===== src/rtl/fc_pkg.sv =====
`default_nettype none
// ============================================================================
// Module : fc_pkg
// Desc   : State encoding and arithmetic helpers shared by the FC layer engine.
// Rev    : 1.0
// ============================================================================
package fc_pkg;

  typedef enum logic [2:0] {
    ST_LOAD  = 3'd0,
    ST_DRAIN = 3'd1,
    ST_MAC   = 3'd2,
    ST_FINAL = 3'd3,
    ST_OUT   = 3'd4
  } fc_state_t;

  // Each neuron owns IN_LEN consecutive weights followed by its bias.
  function automatic int fc_stride(input int in_len);
    return in_len + 1;
  endfunction

  function automatic logic signed [63:0] fc_shift_sat(
    input logic signed [63:0] val,
    input int                 frac,
    input int                 data_w
  );
    logic signed [63:0] s;
    logic signed [63:0] hi;
    logic signed [63:0] lo;
    s  = val >>> frac;
    hi = (64'sd1 <<< (data_w - 1)) - 64'sd1;
    lo = -hi - 64'sd1;
    if (s > hi) return hi;
    if (s < lo) return lo;
    return s;
  endfunction

endpackage
`default_nettype wire


===== src/rtl/fc_mac_unit.sv =====
`default_nettype none
// ============================================================================
// Module : fc_mac_unit
// Desc   : Signed MAC with bias add, shift and saturation; FC_RELU_EN clamps
//          negative results to zero.
// Rev    : 1.0
// ============================================================================
module fc_mac_unit #(
  parameter int DATA_W    = 16,
  parameter int WGT_W     = 16,
  parameter int ACC_W     = 40,
  parameter int FRAC_BITS = 8
) (
  input  logic                     clk,
  input  logic                     rst_n,
  input  logic                     acc_en,
  input  logic                     fin_en,
  input  logic signed [DATA_W-1:0] act,
  input  logic signed [WGT_W-1:0]  wgt,
  output logic signed [DATA_W-1:0] result
);
  import fc_pkg::*;

  localparam int PW = DATA_W + WGT_W;

  logic signed [PW-1:0]     w_prod;
  logic signed [ACC_W-1:0]  w_prod_ext;
  logic signed [ACC_W-1:0]  w_bias_ext;
  logic signed [ACC_W-1:0]  w_sum;
  logic signed [DATA_W-1:0] w_sat;
  logic signed [DATA_W-1:0] w_res;
  logic signed [ACC_W-1:0]  r_acc;

  assign w_prod     = act * wgt;
  assign w_prod_ext = ACC_W'(w_prod);
  // Bias is aligned to the product's fixed point before the common shift.
  assign w_bias_ext = ACC_W'(wgt) <<< FRAC_BITS;
  assign w_sum      = r_acc + w_bias_ext;
  assign w_sat      = DATA_W'(fc_shift_sat(64'(w_sum), FRAC_BITS, DATA_W));

  always_comb begin
    w_res = w_sat;
`ifdef FC_RELU_EN
    if (w_sat[DATA_W-1]) w_res = '0;
`endif
  end

  always_ff @(posedge clk or negedge rst_n) begin
    if (!rst_n) begin
      r_acc  <= '0;
      result <= '0;
    end else if (fin_en) begin
      result <= w_res;
      r_acc  <= '0;
    end else if (acc_en) begin
      r_acc  <= r_acc + w_prod_ext;
    end
  end

endmodule
`default_nettype wire


===== src/rtl/axi_fc_layer_engine.sv =====
`default_nettype none
// ============================================================================
// Module : axi_fc_layer_engine
// Desc   : AXI4-S fully-connected layer: buffers a vector, runs one MAC per
//          cycle against external weights, streams quantised results.
//          Optional macro: FC_RELU_EN (ReLU on results).
// Rev    : 1.0
// ============================================================================
module axi_fc_layer_engine #(
  parameter int AXI_BUS_WIDTH = 32,
  parameter int DATA_W        = 16,
  parameter int WGT_W         = 16,
  parameter int ACC_W         = 40,
  parameter int FRAC_BITS     = 8,
  parameter int IN_LEN        = 64,
  parameter int OUT_LEN       = 10,
  parameter int WADDR_W       = 10
) (
  input  logic                       axi_clk,
  input  logic                       axi_reset_n,
  input  logic                       s_axis_valid,
  input  logic [AXI_BUS_WIDTH-1:0]   s_axis_data,
  output logic                       s_axis_ready,
  input  logic                       s_axis_last,
  input  logic [AXI_BUS_WIDTH/8-1:0] s_axis_keep,
  output logic                       m_axis_valid,
  output logic [AXI_BUS_WIDTH-1:0]   m_axis_data,
  input  logic                       m_axis_ready,
  output logic                       m_axis_last,
  output logic [AXI_BUS_WIDTH/8-1:0] m_axis_keep,
  output logic                       w_rd_en,
  output logic [WADDR_W-1:0]         w_addr,
  input  logic [WGT_W-1:0]           w_data,
  output logic                       busy,
  output logic                       err_short,
  output logic                       err_long
);
  import fc_pkg::*;

  localparam int STRIDE = fc_stride(IN_LEN);
  localparam int BW     = (IN_LEN > 1) ? $clog2(IN_LEN) : 1;
  localparam int IW     = $clog2(IN_LEN + 1);
  localparam int NW     = (OUT_LEN > 1) ? $clog2(OUT_LEN) : 1;
  localparam int KW     = AXI_BUS_WIDTH / 8;

  fc_state_t                r_state;
  fc_state_t                w_next;
  logic [BW-1:0]            r_cnt;
  logic                     r_fill;
  logic                     r_live;
  logic                     r_acc_en;
  logic                     r_err_short;
  logic                     r_err_long;
  logic [IW-1:0]            r_idx;
  logic [NW-1:0]            r_neuron;
  logic [WADDR_W-1:0]       r_base;
  logic [WADDR_W-1:0]       r_addr_hold;
  logic signed [DATA_W-1:0] r_buf [IN_LEN];
  logic signed [DATA_W-1:0] r_act;
  logic signed [DATA_W-1:0] w_result;
  logic signed [DATA_W-1:0] w_buf_wd;
  logic                     w_beat;
  logic                     w_kept;
  logic                     w_cnt_last;
  logic                     w_idx_bias;
  logic                     w_neuron_last;
  logic                     w_buf_we;
  logic                     w_fin;

  assign w_beat        = s_axis_valid && s_axis_ready;
  assign w_kept        = w_beat && (s_axis_keep != '0);
  assign w_cnt_last    = (r_cnt == BW'(IN_LEN - 1));
  assign w_idx_bias    = (r_idx == IW'(IN_LEN));
  assign w_neuron_last = (r_neuron == NW'(OUT_LEN - 1));
  assign w_fin         = (r_state == ST_FINAL);

  // r_live keeps ready low while reset is asserted and for one cycle after.
  assign s_axis_ready = r_live && (((r_state == ST_LOAD) && !r_fill) || (r_state == ST_DRAIN));
  assign w_rd_en      = (r_state == ST_MAC);
  assign w_addr       = w_rd_en ? (r_base + WADDR_W'(r_idx)) : r_addr_hold;
  assign m_axis_valid = (r_state == ST_OUT);
  assign m_axis_last  = m_axis_valid && w_neuron_last;
  assign m_axis_keep  = {KW{m_axis_valid}};
  assign m_axis_data  = AXI_BUS_WIDTH'(w_result);
  assign busy         = !((r_state == ST_LOAD) && (r_cnt == '0) && !r_fill);
  assign err_short    = r_err_short;
  assign err_long     = r_err_long;

  assign w_buf_we = (r_state == ST_LOAD) && (r_fill || w_kept);
  assign w_buf_wd = r_fill ? '0 : s_axis_data[DATA_W-1:0];

  generate
    if (AXI_BUS_WIDTH > DATA_W) begin : g_unused_hi
      logic w_unused_hi;
      assign w_unused_hi = ^s_axis_data[AXI_BUS_WIDTH-1:DATA_W];
    end
  endgenerate

  always_comb begin
    w_next = r_state;
    case (r_state)
      ST_LOAD: begin
        if (r_fill) begin
          if (w_cnt_last) w_next = ST_MAC;
        end else if (w_kept && w_cnt_last) begin
          w_next = s_axis_last ? ST_MAC : ST_DRAIN;
        end
      end
      ST_DRAIN: if (w_beat && s_axis_last) w_next = ST_MAC;
      ST_MAC:   if (w_idx_bias) w_next = ST_FINAL;
      ST_FINAL: w_next = ST_OUT;
      ST_OUT:   if (m_axis_ready) w_next = w_neuron_last ? ST_LOAD : ST_MAC;
      default:  w_next = ST_LOAD;
    endcase
  end

  always_ff @(posedge axi_clk or negedge axi_reset_n) begin
    if (!axi_reset_n) begin
      r_state     <= ST_LOAD;
      r_live      <= 1'b0;
      r_cnt       <= '0;
      r_fill      <= 1'b0;
      r_idx       <= '0;
      r_neuron    <= '0;
      r_base      <= '0;
      r_addr_hold <= '0;
      r_acc_en    <= 1'b0;
      r_err_short <= 1'b0;
      r_err_long  <= 1'b0;
    end else begin
      r_state  <= w_next;
      r_live   <= 1'b1;
      r_acc_en <= (r_state == ST_MAC) && !w_idx_bias;
      case (r_state)
        ST_LOAD: begin
          if (r_fill) begin
            if (w_cnt_last) begin
              r_fill   <= 1'b0;
              r_cnt    <= '0;
              r_base   <= '0;
              r_neuron <= '0;
            end else begin
              r_cnt <= r_cnt + BW'(1);
            end
          end else if (w_kept) begin
            if (w_cnt_last) begin
              r_cnt    <= '0;
              r_base   <= '0;
              r_neuron <= '0;
              if (!s_axis_last) r_err_long <= 1'b1;
            end else begin
              r_cnt <= r_cnt + BW'(1);
              if (s_axis_last) begin
                r_fill      <= 1'b1;
                r_err_short <= 1'b1;
              end
            end
          end
        end
        ST_MAC: begin
          r_addr_hold <= w_addr;
          r_idx       <= w_idx_bias ? '0 : r_idx + IW'(1);
        end
        ST_OUT: begin
          if (m_axis_ready && !w_neuron_last) begin
            r_neuron <= r_neuron + NW'(1);
            r_base   <= r_base + WADDR_W'(STRIDE);
          end
        end
        default: ;
      endcase
    end
  end

  // Buffer contents are don't-care after reset, so no reset here.
  always_ff @(posedge axi_clk) begin
    if (w_buf_we) r_buf[r_cnt] <= w_buf_wd;
    r_act <= r_buf[r_idx[BW-1:0]];
  end

  fc_mac_unit #(
    .DATA_W    (DATA_W),
    .WGT_W     (WGT_W),
    .ACC_W     (ACC_W),
    .FRAC_BITS (FRAC_BITS)
  ) u_mac (
    .clk    (axi_clk),
    .rst_n  (axi_reset_n),
    .acc_en (r_acc_en),
    .fin_en (w_fin),
    .act    (r_act),
    .wgt    (w_data),
    .result (w_result)
  );

endmodule
`default_nettype wire

===== config.mk =====
export PLATFORM = sky130hd
export DESIGN_NAME = axi_fc_layer_engine
export DESIGN_NICKNAME = d
export VERILOG_FILES = /design/src/rtl/fc_pkg.sv /design/src/rtl/fc_mac_unit.sv /design/src/rtl/axi_fc_layer_engine.sv
export SDC_FILE = /design/constraint.sdc
export NUM_CORES = 2
export LEC_CHECK = 0
export CAP_MARGIN = 0
export CORE_UTILIZATION = 63
export DETAILED_ROUTE_END_ITERATION = 8
export PLACE_DENSITY = 0.8
export SLEW_MARGIN = 10
export SYNTH_ARGS = -nofsm -noshare
export SYNTH_HDL_FRONTEND = slang
export SYNTH_SLANG_ARGS = --single-unit

===== constraint.sdc =====
create_clock -name axi_clk -period 9.62 [get_ports axi_clk]
set_input_delay 1.924 -clock axi_clk [delete_from_list [all_inputs] [get_ports axi_clk]]
set_output_delay 1.924 -clock axi_clk [all_outputs]
set_load 0.01 [all_outputs]

Yosys cells after proc, flatten, opt, wreduce, memory -nomap -nowiden
Memories as Yosys holds them, arrays and structs flattened. A register that Yosys moved wholly into a read port is not among the register bits.
Index checks and enable logic that the tools add are counted.

word-level totals
  RAM bits = 1024
  bits in registers = 101
  output and inout port bits = 53
  memories kept = 1
  word-level logic and storage cells = 111
  input port bits = 57

memories
  name   depth  bits a word  rd ports  clocked after memory_dff  wr ports  line                       source
  r_buf  64     16           1         1                         1         axi_fc_layer_engine.sv:58  logic signed [DATA_W-1:0] r_buf [IN_LEN];

operators by class
  equality and inequality tests = 14
  $mul = 1
  magnitude comparators = 2
  add/sub/neg operators = 7
  mux-type cells = 41
  bitwise operators = 3
  reduce and logical (&&, ||, !) cells = 29

operators by type and width
  kind                                                   number
  two-way mux 16 bit                                     5
  two-way mux 40 bit                                     2
  two-way mux 10 bit                                     5
  adder 40 x 24 -> 40 bit                                1
  adder 40 x 32 -> 40 bit                                1
  > comparator 32 x 16 -> 1 bit (second input constant)  1
  < comparator 32 x 16 -> 1 bit (second input constant)  1
  multiplier 16 x 16 -> 32 bit                           1
  one-hot mux 10 bit (2 select lines)                    1
  two-way mux 3 bit                                      6
  two-way mux 6 bit                                      3
  two-way mux 4 bit                                      4
  one-hot mux 3 bit (5 select lines)                     1
  AND reduction 5 bit                                    3
  logical AND 1 bit                                      12
  adder 10 x 7 -> 10 bit                                 1
  adder 10 x 7 -> 10 bit (second input constant)         1
  two-way mux 1 bit                                      10
  != test 2 x 1 -> 1 bit (second input constant)         4
  one-hot mux 4 bit (2 select lines)                     1
  adder 7 x 1 -> 7 bit (second input constant)           1
  equality test 7 bit (second input constant)            1
  two-way mux 7 bit                                      1
  adder 6 x 1 -> 6 bit (second input constant)           1
  18 further kinds                                       29

Depth between registers and ports, before layout
  depth after elaboration = 10
  depth in mapped cells = 25
  depth with buffers taken out = 25

Hierarchy
From an unflattened synthesis, not the netlist that was laid out.

unflattened totals
  cells, all modules = 3842
  area total of the unflattened synthesis = 58563.7 um^2

modules (own cells, without submodules)
  module               cells an instance  instances  area each (um^2)
  axi_fc_layer_engine  2001               1          41950.2
  fc_mac_unit          1841               1          16613.4

Worst setup path after synthesis
OpenSTA, ideal clock, no wires.

  path kind = input to register
  start point = input port w_data[1]
  end point = register u_mac.r_acc[39]
  stages = 23
  buffers on the path = 1
  arrival time = 8.022 ns
  setup slack = 1.460 ns
  path through = clkbuf_1 > nand2_1 > inv_1 > fa_1 > fa_1 > inv_1 > fa_1 > inv_1 > fa_1 > fa_1 > inv_1 > fa_1 > inv_1 > ha_1 > or2_2 > a311oi_1 > nor2_1 > a2111oi_2 > o31ai_1 > o31ai_1 > a21oi_1 > nor4b_1 > nor4_1

on the way
  longest elaborated chain between the ends = 4

ends and longest elaborated chain
  item                          line                       source
  from (decl)                   axi_fc_layer_engine.sv:33  input logic [WGT_W-1:0] w_data,
  multiplier 16 x 16 -> 32 bit  fc_mac_unit.sv:34          assign w_prod = act * wgt;
  adder 40 x 32 -> 40 bit       fc_mac_unit.sv:56          r_acc <= r_acc + w_prod_ext;
  two-way mux 40 bit            fc_mac_unit.sv:55          end else if (acc_en) begin
  two-way mux 40 bit            fc_mac_unit.sv:52          end else if (fin_en) begin
  to (signal assigned)          fc_mac_unit.sv:56
  to (decl)                     fc_mac_unit.sv:32          logic signed [ACC_W-1:0] r_acc;

No other way between the ends. The select of a mux whose other input is x is not followed.
A chain may end at the register's enable or synchronous reset.

Final worst setup path
  start point = input port w_data[7]
  end point = register u_mac.r_acc[38]

Same word-level chain as after synthesis.

==> impl_metrics.env <==
export IMPL_dpl_cell_area_um2=61400
export IMPL_grt_pass1_vias=34839
export IMPL_vias=33814
export IMPL_drive_above_1_share_pct=17.7
export IMPL_synth_edff_count=1024
export IMPL_ys_seq_area_share_pct=57.3
export IMPL_rows=111
export IMPL_die_w_um=307
export IMPL_min_period_ps=8440
export IMPL_setup_worst_path_end_class="register"
export IMPL_worstHoldPathType="register to register"
export IMPL_synthFlopType="edfxtp_1"
export IMPL_ys_ff_latch=1141
export IMPL_hpwl_um=88500
export IMPL_worst_slew_pin_slew_ps=1200
export IMPL_cts_made_buffers=108
export IMPL_critPathBufInv=7
export IMPL_synth_area_um2=58700
export IMPL_grt_antenna_before_repair=9
export IMPL_clkTransAtPathRegs_ps=70
export IMPL_hold_start="err_short"
export IMPL_core_um2=91900
export IMPL_ant_nets=0
export IMPL_start_util_pct=63.8
export IMPL_grt_pass1_wl_um=227000
export IMPL_port_buffers=93
export IMPL_cts_tree="built"
export IMPL_outcome="complete, no violations"
export IMPL_dieArea_um2=94300
export IMPL_fmax_mhz=118
export IMPL_max_stage_delay_ps=750
export IMPL_worst_path_most_repeated_cell="fa_1"
export IMPL_drtIter0Drc=4210
export IMPL_avgSynthCellArea_um2=15.9
export IMPL_maxSlewViolCount=0
export IMPL_period_share_pct=87.7
export IMPL_area_delta_synth_final_pct=10.7
export IMPL_slew_headroom_pct=19.7
export IMPL_start_kind="input port"
export IMPL_io_pins=110
export IMPL_totalWireLength_um=153000
export IMPL_setup_viol=0
export IMPL_grt_max_degree=149
export IMPL_nNetsFinal=4386
export IMPL_final_cell_mix="edfxtp_1, inv_1, mux4_2"
export IMPL_first_pass_iters=7
export IMPL_hold_viol=0
export IMPL_rsz0062_at_grt="no"
export IMPL_seq_area_um2=33600
export IMPL_maxCapViolCount=0
export IMPL_fin_skew_ps=57.5
export IMPL_hold_slack_ps=472
export IMPL_clockBufferDepth=3
export IMPL_postCtsHoldBufs=0
export IMPL_synthDistinctLibCells=90
export IMPL_rrSetupSlack_ps=2250
export IMPL_multi_input_area_um2=22700
export IMPL_path_class="input port to register"
export IMPL_ys_warn_count=0
export IMPL_reg2reg_to="u_mac.r_acc[39]"
export IMPL_grt_overflow_total=0
export IMPL_final_fill_count=5522
export IMPL_postSynthCellCount=3681
export IMPL_clk_latency_ps=730
export IMPL_worst_path_max_fanout=10
export IMPL_timing_rr_start="r_act[15]"
export IMPL_async_reset_ff_share_pct=8.85
export IMPL_cts_root_buffer="clkbuf_16"
export IMPL_worstPathArrival_ps=9040
export IMPL_cts_sinks=1141
export IMPL_avgRoutedWirePerCell_um=29.6
export IMPL_drcViolationCount=0
export IMPL_gp_congestion=0.893
export IMPL_htree_levels=3
export IMPL_avgViaCountPerCell=6.54
export IMPL_final_common_cell="edfxtp_1"
export IMPL_post_cts_buffers=0
export IMPL_final_area_um2=64900
export IMPL_ctsResizeCount=0
export IMPL_track_usage_pct=33.5
export IMPL_critPathRequiredTime_ps=10220
export IMPL_synth_nets=4230
export IMPL_reg2reg_depth=23
export IMPL_slowest_stage="clkdlybuf4s50_1"
export IMPL_tns_ps=0
export IMPL_whs_path_depth=1
export IMPL_die_y_um=307
export IMPL_cpLargestDelayFamily="adder cells"
export IMPL_min_to="err_short"
how the worst max path moves through the flow:
stage                    from               to  slack (ps)  cells after the start
CTS                 w_data[1]  u_mac.r_acc[39]        1180                     24
global route        w_data[1]  u_mac.r_acc[39]         700                     23
floorplan           w_data[1]  u_mac.r_acc[39]        1460                     23
finish              w_data[7]  u_mac.r_acc[38]        1180                     25
global placement    w_data[1]  u_mac.r_acc[39]         500                     24
detailed placement  w_data[1]  u_mac.r_acc[39]         480                     24
layout make-up:
type | count | area share [%]
clock buffers | 144 | 4.45
inverters | 432 | 2.50
repair buffers | 221 | 2.95
clock inverters | 53 | 0.917
well taps | 1243 | 2.39
flip-flops and latches | 1141 | 51.8
multi-input cells | 1933 | 35.0
diodes | 2 | 0.00771
state kept, by name, summed over array words and instances (netlist names):
| signal | flops |
|---|---|
| err_long | 1 |
| err_short | 1 |
| r_acc_en | 1 |
| r_act | 16 |
| r_addr_hold | 10 |
| r_base | 10 |
| r_buf | 1024 |
| r_cnt | 6 |
| r_fill | 1 |
| r_idx | 7 |
| r_live | 1 |
| r_neuron | 4 |
| r_state | 3 |
| u_mac.r_acc | 40 |
| u_mac.result | 16 |
cells in the mapped netlist (10+ instances only):
cell / count / area, um^2
ha_1: 160 / 2000
o21ai_0: 75 / 375
xor2_1: 26 / 228
a21o_1: 29 / 218
a22oi_2: 11 / 138
fa_1: 332 / 6650
xnor2_1: 56 / 490
inv_1: 431 / 1620
and3_1: 10 / 62.6
mux4_2: 336 / 7570
dfxtp_1: 16 / 320
nor3_1: 22 / 110
dfrtp_1: 101 / 2530
buf_4: 21 / 158
nand3_1: 25 / 125
a211oi_1: 13 / 97.6
nand2_1: 223 / 837
and2_1: 120 / 751
a21oi_1: 85 / 425
a31oi_1: 16 / 100
edfxtp_1: 1024 / 30700
clkbuf_1: 113 / 424
nand4_1: 16 / 100
nor2_1: 173 / 649
nor2b_1: 27 / 169
o21bai_1: 13 / 97.6
buf_1: 29 / 109
nand2b_1: 10 / 62.6
mux2i_1: 27 / 270
per-layer routing:
metal | share of wire [%] | GRT usage, %
met1 | 34 | 41.6
met2 | 50 | 55.3
met3 | 9.2 | 6.51
met4 | 6.9 | 19.4
met5 | 0.049 | 0
worst reg2reg max path: cells and delay by family (launching register included):
family / cells / cell delay [ps]
adders and majority gates: 7 / 3480
AOI/OAI and AO/OA: 7 / 1720
DFF: 1 / 780
and+or+nand+nor: 4 / 780
buffers and inverters: 5 / 480
per-stage QoR:
step | utilization [%] | worst slack (ps) | std cells
final | 70.6 | 1180 | 5169
after global routing | 70.6 | 699 | 5169
after CTS | 70.6 | 1180 | 5167
after detailed placement | 66.8 | 475 | 4970
after global placement | 66.8 | 503 | 4970
after floorplan | - | 1460 | 3681
cell families after synthesis:
| family | share of synthesized area [%] |
|---|---|
| other | 0.00639 |
| flip-flops | 57.3 |
| AND/OR/NAND/NOR | 5.52 |
| multiplexers | 13.4 |
| XOR/XNOR | 1.22 |
| AO/OA/AOI/OAI | 3.65 |
| buffers and inverters | 4.16 |
| adder cells (fa/ha/maj) | 14.7 |
Power is left out: the tool's default activity adds up to more than one toggle a clock period on the data nets, which glitch-free logic cannot reach.
